File: src/rtl/cpu_pkg.sv
// Shared CPU definitions: ALU codes, opcodes and the main-control bundle.
package cpu_pkg;

    localparam int unsigned INSTR_W    = 32;
    localparam int unsigned REG_ADDR_W = 5;
    localparam int unsigned ALU_W      = 3;
    localparam int unsigned OPC_W      = 7;

    typedef logic [ALU_W-1:0] alu_code_t;
    typedef logic [OPC_W-1:0] opcode_t;

    // ALU operation codes, shared with the ALU in EX
    localparam alu_code_t ALU_AND  = 3'b000;
    localparam alu_code_t ALU_XOR  = 3'b001;
    localparam alu_code_t ALU_SLL  = 3'b010;
    localparam alu_code_t ALU_ADD  = 3'b011;
    localparam alu_code_t ALU_SUB  = 3'b100;
    localparam alu_code_t ALU_MUL  = 3'b101;
    localparam alu_code_t ALU_ADDI = 3'b110;
    localparam alu_code_t ALU_SRAI = 3'b111;

    // Major opcodes
    localparam opcode_t OPC_OP     = 7'b0110011;
    localparam opcode_t OPC_OP_IMM = 7'b0010011;
    localparam opcode_t OPC_LOAD   = 7'b0000011;
    localparam opcode_t OPC_STORE  = 7'b0100011;
    localparam opcode_t OPC_BRANCH = 7'b1100011;

    // Main-control bits carried down the pipe
    typedef struct packed {
        logic reg_write;
        logic mem_to_reg;
        logic mem_read;
        logic mem_write;
        logic alu_src;
    } ctrl_t;

endpackage

File: src/rtl/id_ex_stage_if.sv
// ID-side inputs and EX-side outputs of the ID/EX pipeline register.
interface id_ex_stage_if
    import cpu_pkg::*;
#(
    parameter int unsigned XLEN  = 32,
    parameter int unsigned CNT_W = 32
);
    logic [INSTR_W-1:0]    instr_i;
    logic                  valid_i;
    logic [XLEN-1:0]       rs1_data_i;
    logic [XLEN-1:0]       rs2_data_i;
    logic [XLEN-1:0]       imm_i;
    logic                  reg_write_i;
    logic                  mem_to_reg_i;
    logic                  mem_read_i;
    logic                  mem_write_i;
    logic                  alu_src_i;
    logic                  flush_i;

    logic                  stall_o;
    logic                  valid_o;
    logic                  reg_write_o;
    logic                  mem_to_reg_o;
    logic                  mem_read_o;
    logic                  mem_write_o;
    logic                  alu_src_o;
    alu_code_t             alu_ctrl_o;
    logic [XLEN-1:0]       rs1_data_o;
    logic [XLEN-1:0]       rs2_data_o;
    logic [XLEN-1:0]       imm_o;
    logic [REG_ADDR_W-1:0] rs1_addr_o;
    logic [REG_ADDR_W-1:0] rs2_addr_o;
    logic [REG_ADDR_W-1:0] rd_addr_o;
    logic [CNT_W-1:0]      bubble_cnt_o;

    modport master (
        output instr_i, valid_i, rs1_data_i, rs2_data_i, imm_i,
               reg_write_i, mem_to_reg_i, mem_read_i, mem_write_i, alu_src_i, flush_i,
        input  stall_o, valid_o, reg_write_o, mem_to_reg_o, mem_read_o, mem_write_o,
               alu_src_o, alu_ctrl_o, rs1_data_o, rs2_data_o, imm_o,
               rs1_addr_o, rs2_addr_o, rd_addr_o, bubble_cnt_o
    );

    modport slave (
        input  instr_i, valid_i, rs1_data_i, rs2_data_i, imm_i,
               reg_write_i, mem_to_reg_i, mem_read_i, mem_write_i, alu_src_i, flush_i,
        output stall_o, valid_o, reg_write_o, mem_to_reg_o, mem_read_o, mem_write_o,
               alu_src_o, alu_ctrl_o, rs1_data_o, rs2_data_o, imm_o,
               rs1_addr_o, rs2_addr_o, rd_addr_o, bubble_cnt_o
    );

endinterface

File: src/rtl/alu_ctrl_dec.sv
// Combinational ALU-code decode and rs2-usage detection for one instruction.
module alu_ctrl_dec
    import cpu_pkg::*;
(
    input  logic [INSTR_W-1:0] instr,
    output alu_code_t          alu_ctrl,
    output logic               uses_rs2
);

    localparam int unsigned FN_W = 10;

    // {funct7, funct3} selectors
    localparam logic [FN_W-1:0] FN_AND  = {7'b0000000, 3'b111};
    localparam logic [FN_W-1:0] FN_XOR  = {7'b0000000, 3'b100};
    localparam logic [FN_W-1:0] FN_SLL  = {7'b0000000, 3'b001};
    localparam logic [FN_W-1:0] FN_ADD  = {7'b0000000, 3'b000};
    localparam logic [FN_W-1:0] FN_SUB  = {7'b0100000, 3'b000};
    localparam logic [FN_W-1:0] FN_MUL  = {7'b0000001, 3'b000};
    localparam logic [FN_W-1:0] FN_SRAI = {7'b0100000, 3'b101};

    opcode_t         opcode;
    logic [FN_W-1:0] fn;
    logic            unused_fields;

    assign opcode        = instr[6:0];
    assign fn            = {instr[31:25], instr[14:12]};
    assign unused_fields = ^{instr[24:15], instr[11:7]};

    // Opcode/funct decode; anything unrecognised falls back to add
    always_comb begin
        alu_ctrl = ALU_ADD;
        uses_rs2 = 1'b0;
        case (opcode)
            OPC_OP: begin
                uses_rs2 = 1'b1;
                case (fn)
                    FN_AND:  alu_ctrl = ALU_AND;
                    FN_XOR:  alu_ctrl = ALU_XOR;
                    FN_SLL:  alu_ctrl = ALU_SLL;
                    FN_ADD:  alu_ctrl = ALU_ADD;
                    FN_SUB:  alu_ctrl = ALU_SUB;
                    FN_MUL:  alu_ctrl = ALU_MUL;
                    default: alu_ctrl = ALU_ADD;
                endcase
            end
            OPC_OP_IMM: begin
                if (fn[2:0] == 3'b000) begin
                    alu_ctrl = ALU_ADDI;
                end else if (fn == FN_SRAI) begin
                    alu_ctrl = ALU_SRAI;
                end
            end
            OPC_LOAD:   alu_ctrl = ALU_ADD;
            OPC_STORE: begin
                alu_ctrl = ALU_ADD;
                uses_rs2 = 1'b1;
            end
            OPC_BRANCH: begin
                alu_ctrl = ALU_SUB;
                uses_rs2 = 1'b1;
            end
            default:    alu_ctrl = ALU_ADD;
        endcase
    end

endmodule

File: src/rtl/id_ex_stage.sv
// ID/EX pipeline register with load-use hazard detection and bubble counter.
module id_ex_stage
    import cpu_pkg::*;
#(
    parameter int unsigned XLEN  = 32,
    parameter int unsigned CNT_W = 32
)(
    input  logic         clk_i,
    input  logic         rst_i,
    id_ex_stage_if.slave bus
);

    logic                  valid_q;
    ctrl_t                 ctrl_q;
    alu_code_t             alu_ctrl_q;
    logic [XLEN-1:0]       rs1_data_q;
    logic [XLEN-1:0]       rs2_data_q;
    logic [XLEN-1:0]       imm_q;
    logic [REG_ADDR_W-1:0] rs1_addr_q;
    logic [REG_ADDR_W-1:0] rs2_addr_q;
    logic [REG_ADDR_W-1:0] rd_addr_q;
    logic [CNT_W-1:0]      cnt_q;

    alu_code_t             alu_ctrl_c;
    logic                  uses_rs2_c;
    logic [REG_ADDR_W-1:0] rs1_c;
    logic [REG_ADDR_W-1:0] rs2_c;
    logic [REG_ADDR_W-1:0] rd_c;
    ctrl_t                 ctrl_in_c;
    logic                  hz_c;
    logic                  stall_c;
    logic                  bubble_c;

    alu_ctrl_dec u_dec (
        .instr    (bus.instr_i),
        .alu_ctrl (alu_ctrl_c),
        .uses_rs2 (uses_rs2_c)
    );

    assign rs1_c = bus.instr_i[19:15];
    assign rs2_c = bus.instr_i[24:20];
    assign rd_c  = bus.instr_i[11:7];

    assign ctrl_in_c = '{reg_write:  bus.reg_write_i,
                         mem_to_reg: bus.mem_to_reg_i,
                         mem_read:   bus.mem_read_i,
                         mem_write:  bus.mem_write_i,
                         alu_src:    bus.alu_src_i};

    // Load in EX whose destination is read by the instruction in ID
    assign hz_c = valid_q & ctrl_q.mem_read & (rd_addr_q != '0) & bus.valid_i &
                  ((rd_addr_q == rs1_c) | (uses_rs2_c & (rd_addr_q == rs2_c)));

    // A flush already squashes the dependent instruction, so no stall is needed
    assign stall_c  = hz_c & ~bus.flush_i;
    assign bubble_c = bus.flush_i | stall_c;

    // Pipeline register: reset, bubble (flush/stall/empty), or load
    always_ff @(posedge clk_i) begin
        if (rst_i) begin
            valid_q    <= 1'b0;
            ctrl_q     <= '0;
            alu_ctrl_q <= '0;
            rs1_data_q <= '0;
            rs2_data_q <= '0;
            imm_q      <= '0;
            rs1_addr_q <= '0;
            rs2_addr_q <= '0;
            rd_addr_q  <= '0;
        end else if (bubble_c || !bus.valid_i) begin
            valid_q    <= 1'b0;
            ctrl_q     <= '0;
            alu_ctrl_q <= '0;
            rd_addr_q  <= '0;
        end else begin
            valid_q    <= 1'b1;
            ctrl_q     <= ctrl_in_c;
            alu_ctrl_q <= alu_ctrl_c;
            rs1_data_q <= bus.rs1_data_i;
            rs2_data_q <= bus.rs2_data_i;
            imm_q      <= bus.imm_i;
            rs1_addr_q <= rs1_c;
            rs2_addr_q <= rs2_c;
            rd_addr_q  <= rd_c;
        end
    end

    // Saturating count of bubbles from flushes and stalls
    always_ff @(posedge clk_i) begin
        if (rst_i) begin
            cnt_q <= '0;
        end else if (bubble_c && (cnt_q != '1)) begin
            cnt_q <= cnt_q + CNT_W'(1);
        end
    end

    assign bus.stall_o      = stall_c;
    assign bus.valid_o      = valid_q;
    assign bus.reg_write_o  = ctrl_q.reg_write;
    assign bus.mem_to_reg_o = ctrl_q.mem_to_reg;
    assign bus.mem_read_o   = ctrl_q.mem_read;
    assign bus.mem_write_o  = ctrl_q.mem_write;
    assign bus.alu_src_o    = ctrl_q.alu_src;
    assign bus.alu_ctrl_o   = alu_ctrl_q;
    assign bus.rs1_data_o   = rs1_data_q;
    assign bus.rs2_data_o   = rs2_data_q;
    assign bus.imm_o        = imm_q;
    assign bus.rs1_addr_o   = rs1_addr_q;
    assign bus.rs2_addr_o   = rs2_addr_q;
    assign bus.rd_addr_o    = rd_addr_q;
    assign bus.bubble_cnt_o = cnt_q;

endmodule

File: src/flat_wrapper.sv
// flat-port wrapper written by rule: the top's interface ports become plain ports
module id_ex_stage_flat import cpu_pkg::*;
#(
    parameter int unsigned XLEN  = 32,
    parameter int unsigned CNT_W = 32
)
  (clk_i, rst_i, bus_instr_i, bus_valid_i, bus_rs1_data_i, bus_rs2_data_i, bus_imm_i, bus_reg_write_i, bus_mem_to_reg_i, bus_mem_read_i, bus_mem_write_i, bus_alu_src_i, bus_flush_i, bus_stall_o, bus_valid_o, bus_reg_write_o, bus_mem_to_reg_o, bus_mem_read_o, bus_mem_write_o, bus_alu_src_o, bus_alu_ctrl_o, bus_rs1_data_o, bus_rs2_data_o, bus_imm_o, bus_rs1_addr_o, bus_rs2_addr_o, bus_rd_addr_o, bus_bubble_cnt_o);
  id_ex_stage_if #(.XLEN(XLEN), .CNT_W(CNT_W)) bus_i ();
  input  logic clk_i;
  input  logic rst_i;
  input wire logic [$bits(bus_i.instr_i)-1:0] bus_instr_i;
  input wire logic [$bits(bus_i.valid_i)-1:0] bus_valid_i;
  input wire logic [$bits(bus_i.rs1_data_i)-1:0] bus_rs1_data_i;
  input wire logic [$bits(bus_i.rs2_data_i)-1:0] bus_rs2_data_i;
  input wire logic [$bits(bus_i.imm_i)-1:0] bus_imm_i;
  input wire logic [$bits(bus_i.reg_write_i)-1:0] bus_reg_write_i;
  input wire logic [$bits(bus_i.mem_to_reg_i)-1:0] bus_mem_to_reg_i;
  input wire logic [$bits(bus_i.mem_read_i)-1:0] bus_mem_read_i;
  input wire logic [$bits(bus_i.mem_write_i)-1:0] bus_mem_write_i;
  input wire logic [$bits(bus_i.alu_src_i)-1:0] bus_alu_src_i;
  input wire logic [$bits(bus_i.flush_i)-1:0] bus_flush_i;
  output wire logic [$bits(bus_i.stall_o)-1:0] bus_stall_o;
  output wire logic [$bits(bus_i.valid_o)-1:0] bus_valid_o;
  output wire logic [$bits(bus_i.reg_write_o)-1:0] bus_reg_write_o;
  output wire logic [$bits(bus_i.mem_to_reg_o)-1:0] bus_mem_to_reg_o;
  output wire logic [$bits(bus_i.mem_read_o)-1:0] bus_mem_read_o;
  output wire logic [$bits(bus_i.mem_write_o)-1:0] bus_mem_write_o;
  output wire logic [$bits(bus_i.alu_src_o)-1:0] bus_alu_src_o;
  output wire logic [$bits(bus_i.alu_ctrl_o)-1:0] bus_alu_ctrl_o;
  output wire logic [$bits(bus_i.rs1_data_o)-1:0] bus_rs1_data_o;
  output wire logic [$bits(bus_i.rs2_data_o)-1:0] bus_rs2_data_o;
  output wire logic [$bits(bus_i.imm_o)-1:0] bus_imm_o;
  output wire logic [$bits(bus_i.rs1_addr_o)-1:0] bus_rs1_addr_o;
  output wire logic [$bits(bus_i.rs2_addr_o)-1:0] bus_rs2_addr_o;
  output wire logic [$bits(bus_i.rd_addr_o)-1:0] bus_rd_addr_o;
  output wire logic [$bits(bus_i.bubble_cnt_o)-1:0] bus_bubble_cnt_o;
  assign bus_i.instr_i = bus_instr_i;
  assign bus_i.valid_i = bus_valid_i;
  assign bus_i.rs1_data_i = bus_rs1_data_i;
  assign bus_i.rs2_data_i = bus_rs2_data_i;
  assign bus_i.imm_i = bus_imm_i;
  assign bus_i.reg_write_i = bus_reg_write_i;
  assign bus_i.mem_to_reg_i = bus_mem_to_reg_i;
  assign bus_i.mem_read_i = bus_mem_read_i;
  assign bus_i.mem_write_i = bus_mem_write_i;
  assign bus_i.alu_src_i = bus_alu_src_i;
  assign bus_i.flush_i = bus_flush_i;
  assign bus_stall_o = bus_i.stall_o;
  assign bus_valid_o = bus_i.valid_o;
  assign bus_reg_write_o = bus_i.reg_write_o;
  assign bus_mem_to_reg_o = bus_i.mem_to_reg_o;
  assign bus_mem_read_o = bus_i.mem_read_o;
  assign bus_mem_write_o = bus_i.mem_write_o;
  assign bus_alu_src_o = bus_i.alu_src_o;
  assign bus_alu_ctrl_o = bus_i.alu_ctrl_o;
  assign bus_rs1_data_o = bus_i.rs1_data_o;
  assign bus_rs2_data_o = bus_i.rs2_data_o;
  assign bus_imm_o = bus_i.imm_o;
  assign bus_rs1_addr_o = bus_i.rs1_addr_o;
  assign bus_rs2_addr_o = bus_i.rs2_addr_o;
  assign bus_rd_addr_o = bus_i.rd_addr_o;
  assign bus_bubble_cnt_o = bus_i.bubble_cnt_o;
  id_ex_stage #(.XLEN(XLEN), .CNT_W(CNT_W)) u_core (.clk_i(clk_i), .rst_i(rst_i), .bus(bus_i));
endmodule
File: config.mk
export PLATFORM = sky130hd
export DESIGN_NAME = id_ex_stage_flat
export DESIGN_NICKNAME = d
export VERILOG_FILES = /design/src/rtl/cpu_pkg.sv /design/src/rtl/id_ex_stage_if.sv /design/src/rtl/alu_ctrl_dec.sv /design/src/rtl/id_ex_stage.sv /design/src/flat_wrapper.sv
export SDC_FILE = /design/constraint.sdc
export NUM_CORES = 1
export LEC_CHECK = 0
export BUFFER_PORTS_ARGS = -buffer_cell sky130_fd_sc_hd__buf_2
export CORE_UTILIZATION = 50
export DETAILED_ROUTE_END_ITERATION = 10
export MAX_ROUTING_LAYER = met4
export PLACE_DENSITY = 0.85
export SETUP_SLACK_MARGIN = 0.2
export SLEW_MARGIN = 20
export SYNTH_ARGS = -nofsm -noshare
export SYNTH_HDL_FRONTEND = slang
export SYNTH_SLANG_ARGS = --single-unit
File: constraint.sdc
create_clock -name clk_i -period 4.7 [get_ports clk_i]
set_input_delay 0.47 -clock clk_i [delete_from_list [all_inputs] [get_ports clk_i]]
set_output_delay 0.47 -clock clk_i [all_outputs]
set_load 0.01 [all_outputs]
## Word-level counts from Yosys, hierarchy flattened

Cells that the tools add are included.

| word-level totals | value |
|---|---|
| register bits | 152 |
| output and inout port bits | 153 |
| memory bits (writable) | 0 |
| memories kept | 0 |
| logic and storage cells | 50 |
| bits in latches | 0 |
| bits in read-only memories | 0 |
| input bits | 137 |

| operators by class | value |
|---|---|
| reduce and logical (&&, ||, !) cells | 7 |
| multiplexer cells | 6 |
| $add $sub $neg | 1 |
| equality and inequality tests | 13 |
| $lt $le $gt $ge | 0 |
| shifts and indexed selects | 0 |
| $mul | 0 |
| bitwise logic cells | 9 |
| divide/modulo/power cells | 0 |

Operators with widths:

| cell | count |
|---|---|
| adder 32 x 1 -> 32 bit, second input constant | 1 |
| != test 32 bit, second input constant | 1 |
| == test 10 x 3 -> 1 bit, second input constant | 2 |
| == test 10 x 9 -> 1 bit, second input constant | 2 |
| one-hot mux 3 bit (5 select lines) | 1 |
| == test 7 x 6 -> 1 bit, second input constant | 2 |
| == test 10 x 1 -> 1 bit, second input constant | 1 |
| == test 10 x 4 -> 1 bit, second input constant | 1 |
| == test 5 bit | 2 |
| one-hot mux 3 bit (3 select lines) | 1 |
| == test 7 x 5 -> 1 bit, second input constant | 1 |
| == test 7 bit, second input constant | 1 |
| bitwise AND 1 bit | 6 |
| two-way mux 3 bit | 2 |
| nonzero test 5 bit | 1 |
| logical NOT 3 bit | 1 |
| OR reduction 3 bit | 1 |
| two-way mux 1 bit | 2 |
| bitwise OR 1 bit | 2 |
| OR reduction 2 bit | 1 |
| logical AND 1 bit | 1 |
| logical NOT 1 bit | 1 |
| logical OR 1 bit | 1 |
| inverter 1 bit | 1 |

## Logic depth before layout (Yosys ltp)

Gate-level depths: netlist of run 1.

| logic depth | value |
|---|---|
| depth after elaboration | 10 |
| depth in mapped cells | 9 |
| mapped depth without buffers | 7 |

## Cells and area by module

A second synthesis of run 1 with hierarchy kept.

| unflattened totals | value |
|---|---|
| cell total of the unflattened synthesis | 629 |
| area total of the unflattened synthesis | 6164.7 µm² |

By module, submodules not included:

| module | cells each | seq. area each (µm²) | area an instance (µm²) | instances |
|---|---|---|---|---|
| id_ex_stage | 598 | 3042.9 | 5948.2 | 1 |
| alu_ctrl_dec | 31 | 0.0 | 216.5 | 1 |

## Worst setup path after synthesis of run 1

No wires, ideal clock.

| path | value |
|---|---|
| kind | input to register |
| start | input port bus_instr_i[2] |
| end | register u_core.cnt_q[23], in the netlist u_core.bus.bubble_cnt_o[23] |
| arrival time | 2.131 ns |
| data required time | 4.579 ns |
| setup time | 0.121 ns |
| buffers on the path | 1 |
| stages | 7 |
| slack | 2.448 ns |
| cell sequence | and4bb_2 -> nand2_1 -> nor4_1 -> nor3_1 -> clkbuf_1 -> nor4_1 -> mux2_2 |

| on the way | value |
|---|---|
| longest elaborated chain between the ends | 9 |
| elaborated cells on any way between the ends | 11 |
| classes of those cells | eq/ne (3); mux (1); bitwise (5); reduce/logical (2) |

Ends and longest elaborated chain:

| item | RTL line | RTL |
|---|---|---|
| start: declaration | flat_wrapper.sv:11 | `input wire logic [$bits(bus_i.instr_i)-1:0] bus_instr_i;` |
| == test 7 bit / == test 7 x 6 -> 1 bit (equally long branches) | alu_ctrl_dec.sv:33 | `case (opcode)` |
| OR reduction 3 bit (no source line) (*) | - |  |
| two-way mux 1 bit (*) | alu_ctrl_dec.sv:33 |  |
| bitwise AND 1 bit (*) | id_ex_stage.sv:52 | `((rd_addr_q == rs1_c) \| (uses_rs2_c & (rd_addr_q == rs2_c)));` |
| bitwise OR 1 bit (*) | id_ex_stage.sv:52 |  |
| bitwise AND 1 bit (*) | id_ex_stage.sv:51 | `assign hz_c = valid_q & ctrl_q.mem_read & (rd_addr_q != '0) & bus.valid_i &` |
| bitwise AND 1 bit (*) | id_ex_stage.sv:55 | `assign stall_c = hz_c & ~bus.flush_i;` |
| bitwise OR 1 bit (*) | id_ex_stage.sv:56 | `assign bubble_c = bus.flush_i \| stall_c;` |
| logical AND 1 bit (*) | id_ex_stage.sv:92 | `end else if (bubble_c && (cnt_q != '1)) begin` |
| end signal: assignment | id_ex_stage.sv:93 | `cnt_q <= cnt_q + CNT_W'(1);` |
| end: declaration | id_ex_stage.sv:22 | `logic [CNT_W-1:0] cnt_q;` |

Every way passes the cells marked *; elsewhere a longest branch is shown, timed or not.
A chain may end at the register's enable or synchronous reset.

## Worst setup path in the final report of run 1

| path | value |
|---|---|
| start | register u_core.cnt_q[0], in the netlist u_core.bus.bubble_cnt_o[0] |
| end | register u_core.cnt_q[6], in the netlist u_core.bus.bubble_cnt_o[6] |

| on the way | value |
|---|---|
| longest elaborated chain between the ends | 2 |
| elaborated cells on any way between the ends | 3 |
| classes of those cells | add/sub (1); eq/ne (1); reduce/logical (1) |

Ends and longest elaborated chain:

| item |
|---|
| parallel branches: the longest is 2 deep, another holds adder 32 x 1 -> 32 bit |

Parallel ways; which one is timed is not known.

==> impl_metrics.sql, run 1 <==
INSERT INTO impl_metrics (metric_group, metric, value, unit) VALUES
('status', 'outcome', 'finished, final reports clean', ''),
('synth', 'synth_top_flop_cell', 'dfxtp_1', ''),
('global_routing', 'grt_pass1_vias', '5174', ''),
('route', 'antenna_violating_nets_post_route', '0', ''),
('power', 'p_seq_share', '44.4', '%'),
('sta', 'worst_slew_margin_rel', '44.4', '%'),
('placed_design', 'gp_congestion', '0.842', ''),
('global_routing', 'grt_start_max_net_pins', '84', ''),
('power', 'cellInternalPower', '2330', 'uW'),
('placed_design', 'portBuffers', '289', ''),
('route', 'drcViolationCount', '0', ''),
('placed_design', 'pre_cts_slack', '1940', 'ps'),
('synth', 'cell_type_contributing_the_most_total_cell_area_after_synthesis', 'dfxtp_1', ''),
('critical_path', 'critPathRequiredTime', '4990', 'ps'),
('power', 'share_comb_of_total_power', '9.6', '%'),
('placed_design', 'place_inst', '1040', ''),
('power', 'power_switching_share', '24.3', '%'),
('placed_design', 'place_hpwl', '11200', 'um'),
('global_routing', 'grt_first_pass_wirelength', '25000', 'um'),
('global_routing', 'globalRoute.totalOverflow', '0', ''),
('sta', 'setup-violations-final', '0', ''),
('sta', 'timing.final.ws_setup', '1950', 'ps'),
('synth', 'synth_edf_count', '0', ''),
('synth', 'yosysUniqueCellTypes', '42', ''),
('hold_path', 'hold_path.class', 'input pin to flop', ''),
('power', 'peakVddDrop', '0.327', 'mV'),
('power', 'power-per-cell-area', '373', 'nW/um^2'),
('route', 'route.vias.total', '5637', ''),
('power', 'net-switching-power', '748', 'uW'),
('route', 'detail_route.first_pass.iterations', '5', ''),
('clock_network', 'total_clock_buffers_created_by_cts', '17', ''),
('sta', 'finalCriticalPeriod', '2750', 'ps'),
('finish', 'antennaDiodeCount', '0', ''),
('synth', 'post_synth_inst_count', '639', ''),
('synth', 'mappedNetlistArea', '6160', 'sq um'),
('sta', 'final-max-slew-violation-count', '0', ''),
('global_routing', 'grt_antenna_before_repair', '0', ''),
('sta', 'worst_slew_pin_slew', '835', 'ps'),
('sta', 'tns', '0', 'ps'),
('critical_path', 'crit_path_max_fanout', '12', ''),
('die', 'initial_core_util', '51.3', '%'),
('finish', 'final-instance-count-excl-fill', '1072', ''),
('sta', 'max_freq', '0.364', 'GHz'),
('die', 'io_pins', '290', ''),
('synth', 'synth.yosys.seq_area_share', '49.4', '%'),
('clock_network', 'htree_levels', '4', ''),
('clock_network', 'cts_sinks', '152', ''),
('die', 'core_region_area', '12000', 'sq um'),
('global_routing', 'track_usage', '25.5', '%'),
('clock_network', 'cts.repair_timing.setup_buffer_count', '0', ''),
('power', 'p_leak', '0.00384', 'uW'),
('clock_network', 'cts_tree', 'built', ''),
('sta', 'timing_hold_violations_final', '0', ''),
('finish', 'synthToLayoutAreaGrowth', '33.7', '%'),
('critical_path', 'setup.worst_path.start_class', 'flop', ''),
('clock_network', 'hold_buffers', '0', ''),
('synth', 'largest_cells_by_area_after_synthesis', 'dfxtp_1 49%, mux2i_1 17%, nor2_1 7.4%', ''),
('die', 'die_y', '113', 'um'),
('clock_network', 'clk_transition_reported_paths', '60', 'ps'),
('finish', 'layout.nets', '1050', ''),
('clock_network', 'ctsRootBufferMaster', 'clkbuf_16', ''),
('critical_path', 'critical_path_arrival', '3040', 'ps'),
('synth', 'synth_nets', '777', ''),
('critical_path', 'timing.setup.critical_path_class', 'flop to flop', ''),
('clock_network', 'clk-insertion-delay-late', '410', 'ps'),
('finish', 'post_route_cells_drive_above_1_share', '35.9', '%'),
('die', 'num_rows', '40', ''),
('sta', 'post-route-period-util', '58.5', '%'),
('synth', 'synth_async_sr_flop_share', '0', '%'),
('power', 'total_power', '3070', 'uW'),
('synth', 'yosys_warnings', '0', ''),
('power', 'clkPwrFrac', '46.0', '%'),
('route', 'route.detailed.wl_per_inst', '15.1', 'um'),
('die', 'die_width', '113', 'um'),
('critical_path', 'crit_path_end_kind', 'flop', ''),
('run', 'max_cap_violations', '0', ''),
('synth', 'ys_ff_latch', '152', ''),
('route', 'routed_wirelength', '16100', 'um'),
('sta', 'skew', '8.65', 'ps'),
('clock_network', 'quantity_of_gates_resized_following_cts', '0', ''),
('clock_network', 'cts_buffer_depth', '2', ''),
('route', 'drt_initial_violations', '401', ''),
('sta', 'rsz0062_at_grt', 'false', ''),
('synth', 'synth_top_cell_area_share', '49.4', '%'),
('die', 'dieArea', '12800', 'sq um'),
('synth', 'syn-mean-instance-area', '9.64', 'sq um'),
('route', 'viasPerCell', '5.26', '');
[worst max-delay path, stage by stage, from the launching register on]
cell and delay, ps:
dfxtp_1 430, ha_1 210, nand2_1 70, nor3_1 620, nand4_1 580, and3_1 390
mux2_1 320
[flip-flops by register name (all words and copies together), names as in the netlist, 3 cells and up]
name / cells
u_core.bus.rs1_data_o: 32
u_core.bus.rs1_addr_o: 5
u_core.bus.alu_ctrl_o: 3
u_core.bus.bubble_cnt_o: 32
u_core.bus.rs2_addr_o: 5
u_core.bus.imm_o: 32
u_core.bus.rd_addr_o: 5
u_core.bus.rs2_data_o: 32
[layout make-up]
| class | count | area (sq um) |
|---|---|---|
| clock buffers | 17 | 425 |
| repair buffers | 293 | 1490 |
| clock inverters | 15 | 191 |
| well taps | 147 | 184 |
| fillers | 950 | 3770 |
| multi-input cells | 440 | 2870 |
| flip-flops and latches | 152 | 3040 |
| inverters | 8 | 30.0 |
[cell usage in the layout, fill, tap and decap left out, types with 3 or more instances in the layout]
cell type	n
o21ai_0	19
and2_1	11
xnor2_1	11
bufinv_16	3
dfxtp_1	152
o31ai_1	11
nand4_1	16
or4_1	15
nor4_1	7
nor2_1	121
inv_1	8
nor2b_1	7
buf_4	4
mux2i_1	106
nor3_1	8
clkbuf_16	17
clkinv_4	3
a21oi_1	28
mux2_2	3
or3_1	16
buf_2	288
and3_1	5
nand2_1	14
inv_6	4
nand3_1	16
[final timing paths]
check	endpoint	cells past startpoint	from	slack, ps
worst max-delay path	u_core.bus.bubble_cnt_o[6]$_SDFFE_PP0P_	6	u_core.bus.bubble_cnt_o[0]$_SDFFE_PP0P_	1950
worst min-delay path	u_core.bus.alu_src_o$_SDFF_PP0_	2	bus_alu_src_i	250
worst max register to register	u_core.bus.bubble_cnt_o[6]$_SDFFE_PP0P_	6	u_core.bus.bubble_cnt_o[0]$_SDFFE_PP0P_	1950
worst min register to register	u_core.bus.rs2_data_o[4]$_SDFFE_PP0N_	2	u_core.bus.rs2_data_o[4]$_SDFFE_PP0N_	490
[layer usage]
| metal | share of wire (%) | global-route usage, % | routed length (um) |
|---|---|---|---|
| met1 | 41 | 29.1 | 6670 |
| met2 | 49 | 42.9 | 7980 |
| met3 | 6.9 | 6.64 | 1110 |
| met4 | 2.4 | 9.65 | 384 |
| met5 | 0 | - | 0 |
[cell families (layout without fill, tap and decap cells)]
group / Yosys count / after routing / share of synthesized area, %
XOR/XNOR: 13 / 13 / 1.85
AO/OA/AOI/OAI: 66 / 66 / 6.17
flip-flops: 152 / 152 / 49.4
AND/OR/NAND/NOR: 249 / 249 / 20.1
buffers and inverters: 47 / 333 / 4.18
multiplexers: 111 / 111 / 18.1
adder cells (fa/ha/maj): 1 / 1 / 0.203
[synthesized netlist by cell type, types with 3 or more instances]
| cell type | instances |
|---|---|
| nor4_1 | 8 |
| dfxtp_1 | 152 |
| clkbuf_1 | 23 |
| and2_1 | 11 |
| or4_1 | 15 |
| inv_1 | 8 |
| xnor2_1 | 11 |
| buf_8 | 4 |
| nor3_1 | 9 |
| a21oi_1 | 28 |
| buf_4 | 6 |
| nand3_1 | 16 |
| and3_1 | 5 |
| mux2i_1 | 106 |
| o21ai_0 | 19 |
| o31ai_1 | 11 |
| or3_1 | 16 |
| nor2b_1 | 7 |
| nor2_1 | 121 |
| buf_2 | 5 |
| nand2_1 | 14 |
| nand4_1 | 16 |
| mux2_2 | 3 |
[per-stage QoR]
step / hold slack (ps) / instance area [sq um] / utilization, %
finish: 253 / 8240 / 68.6
global route: 230 / 8240 / 68.6
CTS: 236 / 8240 / 68.6
detailed placement: 476 / 7620 / 63.4
global placement: 465 / 7620 / 63.4
floorplan: 508 / 6160 / -
[power groups by stage]
stage | clock network (uW) | logic (uW) | registers, uW
floorplan | 0 | 142 | 1410
global placement | 0 | 285 | 1390
detailed placement | 0 | 294 | 1390
CTS | 1430 | 296 | 1360
global route | 1500 | 321 | 1370
finish | 1410 | 295 | 1360
No activity file was read; power rests on OpenSTA's default activity.
==> run 2, diff against run 1 <==
Settings changed: ABC_AREA set to 1, CORE_UTILIZATION 50 to 44, PLACE_DENSITY 0.85 to 0.77.
Clock period 4.7 ns to 2.4 ns, I/O delays scaled along.
==> run 2 against run 1 <==
Net effect:
- via count is 25% higher
- final cell count is 49% higher
- power is 110% higher
- count of clock-buffer cells in the layout is 6 higher
- sequential share of layout area is 3.7 points lower
- largest cell class unchanged
- clock power is 110% higher
- first-iteration DRC count is 21% lower
- die area is 28% higher
- worst hold slack worse by 220 ps
- critical endpoint is now bus_stall_o
- largest power group unchanged
==> impl_metrics.sql, run 2 <==
INSERT INTO impl_metrics (metric_group, metric, value, unit) VALUES
('global_routing', 'grt_antenna_before_repair', '0', ''),
('finish', 'post_route_cells_drive_above_1_share', '24.0', '%'),
('sta', 'rsz0062_at_grt', 'false', ''),
('global_routing', 'grt_first_pass_wirelength', '28400', 'um'),
('finish', 'multi_input_area', '3020', 'sq um'),
('clock_network', 'cts.repair_timing.setup_buffer_count', '0', ''),
('critical_path', 'critPathCapture', 'bus_stall_o', ''),
('critical_path', 'worst-r2r-cell-count', '10', ''),
('synth', 'mappedNetlistArea', '6980', 'sq um'),
('hold_path', 'hold_path.class', 'input pin to flop', ''),
('synth', 'largest_cells_by_area_after_synthesis', 'dfxtp_1 44%, nand2_1 17%, nor2_1 17%', ''),
('sta', 'final-max-slew-violation-count', '0', ''),
('sta', 'skew', '9.96', 'ps'),
('finish', 'layout.nets', '1514', ''),
('critical_path', 'crit_path_top_delay_cell', 'dfxtp_1', ''),
('clock_network', 'hold_buffers', '0', ''),
('placed_design', 'place_hpwl', '12900', 'um'),
('route', 'detail_route.first_pass.iterations', '4', ''),
('sta', 'setup-violations-final', '0', ''),
('route', 'antenna_violating_nets_post_route', '0', ''),
('placed_design', 'pre_cts_slack', '530', 'ps'),
('synth', 'yosys_warnings', '0', ''),
('sta', 'timing_hold_violations_final', '0', ''),
('critical_path', 'critPathRequiredTime', '2160', 'ps'),
('power', 'p_leak', '0.00524', 'uW'),
('die', 'die_y', '128', 'um'),
('synth', 'syn-mean-instance-area', '6.30', 'sq um'),
('synth', 'cell_type_contributing_the_most_total_cell_area_after_synthesis', 'dfxtp_1', ''),
('clock_network', 'clk_transition_reported_paths', '60', 'ps'),
('clock_network', 'htree_levels', '4', ''),
('synth', 'ys_top_cells_by_count', '309 x nand2_1, 309 x nor2_1, 163 x inv_1', ''),
('finish', 'final_core_utilization', '59.6', '%'),
('critical_path', 'crit_path_max_fanout', '4', ''),
('finish', 'finalInstanceArea', '9170', 'sq um'),
('finish', 'fillCellCount', '1519', ''),
('clock_network', 'quantity_of_gates_resized_following_cts', '0', ''),
('route', 'viasPerCell', '4.41', ''),
('die', 'io_pins', '290', ''),
('clock_network', 'cts_buffer_depth', '2', ''),
('critical_path', 'cp_slowest_stage_delay', '400', 'ps'),
('critical_path', 'r2r_end', 'u_core.bus.bubble_cnt_o[9]$_SDFFE_PP0P_', ''),
('placed_design', 'dpl_cell_area', '8490', 'sq um'),
('synth', 'synth_nets', '1246', ''),
('finish', 'seqCellArea', '3040', 'sq um'),
('route', 'drcViolationCount', '0', ''),
('sta', 'timing.final.ws_setup', '495', 'ps'),
('clock_network', 'cts_sinks', '152', ''),
('run', 'max_cap_violations', '0', ''),
('synth', 'synth_top_flop_cell', 'dfxtp_1', ''),
('sta', 'max_freq', '0.525', 'GHz'),
('clock_network', 'ctsRootBufferMaster', 'clkbuf_16', ''),
('clock_network', 'clk-insertion-delay-late', '420', 'ps'),
('route', 'route.detailed.wl_per_inst', '11.4', 'um'),
('sta', 'finalCriticalPeriod', '1900', 'ps'),
('global_routing', 'track_usage', '22.3', '%'),
('global_routing', 'globalRoute.totalOverflow', '0', ''),
('finish', 'commonest_cells_after_routing_fill_and_taps_aside', '309 x nand2_1, 309 x nor2_1, 289 x buf_2', ''),
('critical_path', 'regToRegStartpoint', 'u_core.bus.bubble_cnt_o[0]$_SDFFE_PP0P_', ''),
('global_routing', 'grt_pass1_vias', '6011', ''),
('synth', 'ys_ff_latch', '152', ''),
('clock_network', 'cts_tree', 'built', ''),
('sta', 'worst_slew_margin_rel', '62.0', '%'),
('critical_path', 'crit_path_end_kind', 'output port', ''),
('die', 'die_width', '128', 'um'),
('power', 'peakVddDrop', '0.737', 'mV'),
('power', 'total_power', '6500', 'uW'),
('placed_design', 'gp_congestion', '0.872', ''),
('synth', 'synth.yosys.seq_area_share', '43.6', '%'),
('synth', 'synth_top_cell_area_share', '43.6', '%'),
('finish', 'antennaDiodeCount', '0', ''),
('sta', 'worst_slew_pin_slew', '569', 'ps'),
('sta', 'tns', '0', 'ps'),
('synth', 'synth_async_sr_flop_share', '0', '%'),
('route', 'drt_initial_violations', '316', ''),
('finish', 'synthToLayoutAreaGrowth', '31.2', '%'),
('clock_network', 'total_clock_buffers_created_by_cts', '17', ''),
('placed_design', 'portBuffers', '289', ''),
('power', 'power-per-cell-area', '709', 'nW/um^2'),
('route', 'routed_wirelength', '18200', 'um'),
('critical_path', 'timing.setup.critical_path_class', 'flop to output port', ''),
('sta', 'post-route-period-util', '79.4', '%'),
('synth', 'synth_edf_count', '0', ''),
('critical_path', 'r2r_setup_slack', '500', 'ps'),
('synth', 'post_synth_inst_count', '1108', ''),
('die', 'dieArea', '16400', 'sq um'),
('critical_path', 'worstSetupStartpoint', 'u_core.bus.rd_addr_o[1]$_SDFF_PP0_', ''),
('global_routing', 'grt_start_max_net_pins', '97', ''),
('synth', 'yosysUniqueCellTypes', '26', ''),
('critical_path', 'crit_path_cell_trace', 'xnor2_1 -> nand2_1 -> nor2_1 -> nand3_1 -> nand2_1 -> nand2_2 -> nor2_1 -> buf_2', ''),
('die', 'num_rows', '45', ''),
('die', 'initial_core_util', '45.4', '%'),
('critical_path', 'critical_path_arrival', '1660', 'ps'),
('status', 'outcome', 'finished, final reports clean', ''),
('die', 'core_region_area', '15400', 'sq um'),
('route', 'route.vias.total', '7049', ''),
('critical_path', 'setup.worst_path.start_class', 'flop', '');
run 2: changes by cell type after synthesis, moves of 16 or more:
cell,previous run,this run
inv_1,8,163
nand3_1,16,52
o21ai_0,19,0
nand2_1,14,309
mux2i_1,106,0
or3_1,16,0
nor2_1,121,309
run 2: logic make-up (layout without fill, tap and decap cells):
group	Yosys count	after routing	synth area share, %
AND/OR/NAND/NOR	700	700	39.7
buffers and inverters	211	492	13.1
flip-flops	152	152	43.6
AO/OA/AOI/OAI	39	39	2.79
XOR/XNOR	5	5	0.627
adder cells (fa/ha/maj)	1	1	0.179
run 2: final cells by class:
class / instances / area share [%]
flip-flops and latches: 152 / 33.2
multi-input cells: 745 / 33.0
repair buffers: 295 / 16.8
inverters: 165 / 6.78
clock buffers: 23 / 5.32
well taps: 211 / 2.88
clock inverters: 9 / 2.01
run 2: stage by stage:
stage               hold WS (ps)  cells
detailed placement           460   1568
global placement             452   1568
global route                15.8   1600
finish                      30.1   1600
floorplan                    352   1108
CTS                         9.25   1600
run 2: power breakdown:
part | internal, uW | switching, uW | total (uW)
registers | 2650 | 66.4 | 2720
logic | 308 | 438 | 746
clock network | 1970 | 1060 | 3030
total | 4930 | 1570 | 6500
run 2: worst max-delay path, delay by kind of cell, from the launching register on:
kind,cells,cell delay (ps)
xor gates and xnor gates,1,140
buffers and inverters,1,150
and+or+nand+nor,6,560
DFF,1,400
run 2: worst min-delay path by stage:
stage	start	to	slack, ps	cells past startpoint
5_1_grt	bus_alu_src_i	u_core.bus.alu_src_o$_SDFF_PP0_	20	3
6_report	bus_instr_i[11]	u_core.bus.rd_addr_o[4]$_SDFF_PP0_	30	3
3_5_place_dp	bus_mem_write_i	u_core.bus.mem_write_o$_SDFF_PP0_	460	3
3_3_place_gp	bus_alu_src_i	u_core.bus.alu_src_o$_SDFF_PP0_	450	3
4_1_cts	bus_mem_write_i	u_core.bus.mem_write_o$_SDFF_PP0_	9	3
2_1_floorplan	bus_alu_src_i	u_core.bus.alu_src_o$_SDFF_PP0_	350	2
run 2: layer usage:
layer	GRT usage (%)	wire length [um]	vias up
met5	-	0	-
met4	8.58	391	0
met3	6.05	1070	32
met2	35.6	8720	216
met1	26.9	8000	2995
li1	-	-	3806
==> run 3, diff against run 2 <==
Settings changed: ABC_AREA 1 to 0, CORE_UTILIZATION 44 to 42, PLACE_DENSITY 0.77 to 0.76.
Clock period 2.4 ns to 1.5 ns, I/O delays scaled along.
==> run 3 against run 2 <==
Net effect:
- the run now ends with negative setup slack left
- core utilization rose by 13 points
- critical path type is now flop to flop
- die area shrank 7.5%
- global-route usage rose by 5.3 points
- largest cell class is now buffers
- critical endpoint is now u_core.bus.rs1_data_o[18]$_SDFFE_PP0N_
- clock power grew 39%
- worst setup slack worse by 1400 ps
- largest power group is now registers
==> impl_metrics.sql, run 3 (synthesis results as in run 1) <==
INSERT INTO impl_metrics (metric_group, metric, value, unit) VALUES
('placed_design', 'place_hpwl', '12800', 'um'),
('power', 'peakVddDrop', '0.774', 'mV'),
('sta', 'worst_slew_pin_slew', '411', 'ps'),
('sta', 'final-max-slew-violation-count', '0', ''),
('global_routing', 'grt_first_pass_wirelength', '31800', 'um'),
('sta', 'worst_slew_margin_rel', '72.6', '%'),
('route', 'detail_route.first_pass.iterations', '5', ''),
('finish', 'layout.nets', '1247', ''),
('critical_path', 'critPathRequiredTime', '1790', 'ps'),
('sta', 'post-route-period-util', '158', '%'),
('critical_path', 'critical_path_arrival', '2650', 'ps'),
('sta', 'skew', '11.6', 'ps'),
('run', 'max_cap_violations', '0', ''),
('route', 'route.vias.total', '6691', ''),
('clock_network', 'clk-insertion-delay-late', '420', 'ps'),
('route', 'route.detailed.wl_per_inst', '16.5', 'um'),
('sta', 'timing_hold_violations_final', '0', ''),
('sta', 'max_freq', '0.423', 'GHz'),
('clock_network', 'cts_buffer_depth', '2', ''),
('finish', 'mostFrequentLayoutCell', 'buf_2', ''),
('sta', 'rsz0062_at_grt', 'true', ''),
('critical_path', 'crit_path_end_kind', 'flop', ''),
('clock_network', 'cts_sinks', '152', ''),
('critical_path', 'cp_slowest_stage_delay', '560', 'ps'),
('clock_network', 'clk_transition_reported_paths', '60', 'ps'),
('global_routing', 'globalRoute.totalOverflow', '0', ''),
('die', 'num_rows', '43', ''),
('critical_path', 'crit_path_cell_trace', 'or4_4 -> o21ai_4 -> nor4_4 -> nor4_2 -> buf_6 -> buf_12 -> mux2i_1 -> nor2_1', ''),
('sta', 'timing.final.ws_setup', '-863', 'ps'),
('critical_path', 'setup.worst_path.start_class', 'flop', ''),
('critical_path', 'critPathTopFamily', 'simple AND/OR/NAND/NOR gates', ''),
('route', 'viasPerCell', '5.14', ''),
('clock_network', 'ctsRootBufferMaster', 'clkbuf_16', ''),
('route', 'antenna_violating_nets_post_route', '0', ''),
('critical_path', 'crit_path_top_delay_cell', 'or4_4', ''),
('finish', 'final-instance-count-excl-fill', '1302', ''),
('placed_design', 'portBuffers', '289', ''),
('die', 'dieArea', '15200', 'sq um'),
('critical_path', 'timing.setup.critical_path_class', 'flop to flop', ''),
('status', 'outcome', 'finished with violations', ''),
('clock_network', 'htree_levels', '4', ''),
('power', 'power-per-cell-area', '959', 'nW/um^2'),
('route', 'routed_wirelength', '21400', 'um'),
('route', 'drcViolationCount', '0', ''),
('die', 'initial_core_util', '43.7', '%'),
('placed_design', 'place_inst', '1164', ''),
('clock_network', 'total_clock_buffers_created_by_cts', '17', ''),
('finish', 'antennaDiodeCount', '0', ''),
('status', 'violated_checks', 'negative setup slack', ''),
('global_routing', 'grt_antenna_before_repair', '0', ''),
('global_routing', 'grt_pass1_vias', '6726', ''),
('placed_design', 'gp_congestion', '0.885', ''),
('global_routing', 'track_usage', '27.6', '%'),
('finish', 'post_route_cells_drive_above_1_share', '41.0', '%'),
('sta', 'finalCriticalPeriod', '2360', 'ps'),
('finish', 'synthToLayoutAreaGrowth', '66.8', '%'),
('global_routing', 'grt_start_max_net_pins', '63', ''),
('clock_network', 'cts_tree', 'built', ''),
('critical_path', 'worst-path-buf-inv', '2', ''),
('die', 'core_region_area', '14100', 'sq um'),
('finish', 'final_core_utilization', '72.9', '%'),
('hold_path', 'hold_path.class', 'input pin to flop', ''),
('die', 'io_pins', '290', ''),
('route', 'drt_initial_violations', '376', ''),
('power', 'p_leak', '0.00477', 'uW'),
('sta', 'setup-violations-final', '153', ''),
('die', 'die_width', '123', 'um'),
('critical_path', 'crit_path_max_fanout', '23', ''),
('die', 'die_y', '123', 'um'),
('finish', 'commonest_cells_after_routing_fill_and_taps_aside', '288 x buf_2, 144 x dfxtp_1, 116 x nor2_1', '');
run 3: changes by cell type in the layout (fill, tap and decap cells not counted), moves of 19 or more:
cell / change
mux2i_1: +96
buf_4: +85
nand3_1: -37
o21ai_0: +19
nand2_1: -296
nor2_1: -193
dlygate4sd3_1: +104
inv_1: -154
run 3: stage by stage:
step | total power, uW | instance area [sq um] | hold slack, ps | TNS [ps] | setup slack [ps]
CTS | 9800 | 10100 | 0.796 | -107350 | -801
floorplan | 4890 | 6250 | 272 | -85870 | -663
detailed placement | 5370 | 8470 | 352 | -108450 | -871
finish | 9860 | 10300 | 25.7 | -110730 | -863
global placement | 5350 | 8470 | 349 | -103830 | -753
global route | 10200 | 10300 | 16.5 | -127950 | -968
run 3: final cells by class:
cell class                      count  area [sq um]
Clock buffer                       17           425
Clock inverter                     15           153
Fill cell                         939          3810
Inverter                            8          30.0
Multi-Input combinational cell    440          3060
Sequential cell                   152          3060
Tap cell                          180           225
Timing Repair Buffer              490          3340
run 3: timing repair:
action | in CTS | in global routing
setup buffers | 0 | 1
setup endpoints to repair | 153 | 153
hold buffers | 104 | 0
hold endpoints to repair | 104 | 0
pin swaps | 0 | 2
resized for setup | 6 | 28
gates cloned | 1 | 0
run 3: final timing paths:
path | startpoint | endpoint | slack (ps) | cells past startpoint
worst max register to register | u_core.bus.rd_addr_o[4]$_SDFF_PP0_ | u_core.bus.rs1_data_o[18]$_SDFFE_PP0N_ | -860 | 8
worst max-delay path | u_core.bus.rd_addr_o[4]$_SDFF_PP0_ | u_core.bus.rs1_data_o[18]$_SDFFE_PP0N_ | -860 | 8
worst min register to register | u_core.bus.imm_o[7]$_SDFFE_PP0N_ | u_core.bus.imm_o[7]$_SDFFE_PP0N_ | 480 | 2
worst min-delay path | bus_rs2_data_i[28] | u_core.bus.rs2_data_o[28]$_SDFFE_PP0N_ | 30 | 3
run 3: routing by layer:
metal	routed length (um)	vias to the layer above	global-route usage, %
met3	1500	78	7.01
met5	0	-	-
met4	895	0	14.2
li1	-	3192	-
met1	8240	3127	29.3
met2	10800	294	47.5
run 3: where the power goes:
group	total [uW]	internal (uW)	switching (uW)	leakage, uW
Clock	4220	2350	1870	0.000278
Sequential	4290	4190	96.3	0.00124
Combinational	1350	720	632	0.00325
Total	9860	7260	2600	0.00477
run 3: worst reg2reg max path: cells and delay by family (launching register included):
kind | cells | cell delay [ps]
buffers and inverters | 2 | 470
AO/OA/AOI/OAI | 1 | 210
multiplexers | 1 | 260
flip-flops | 1 | 350
AND/OR/NAND/NOR | 4 | 940
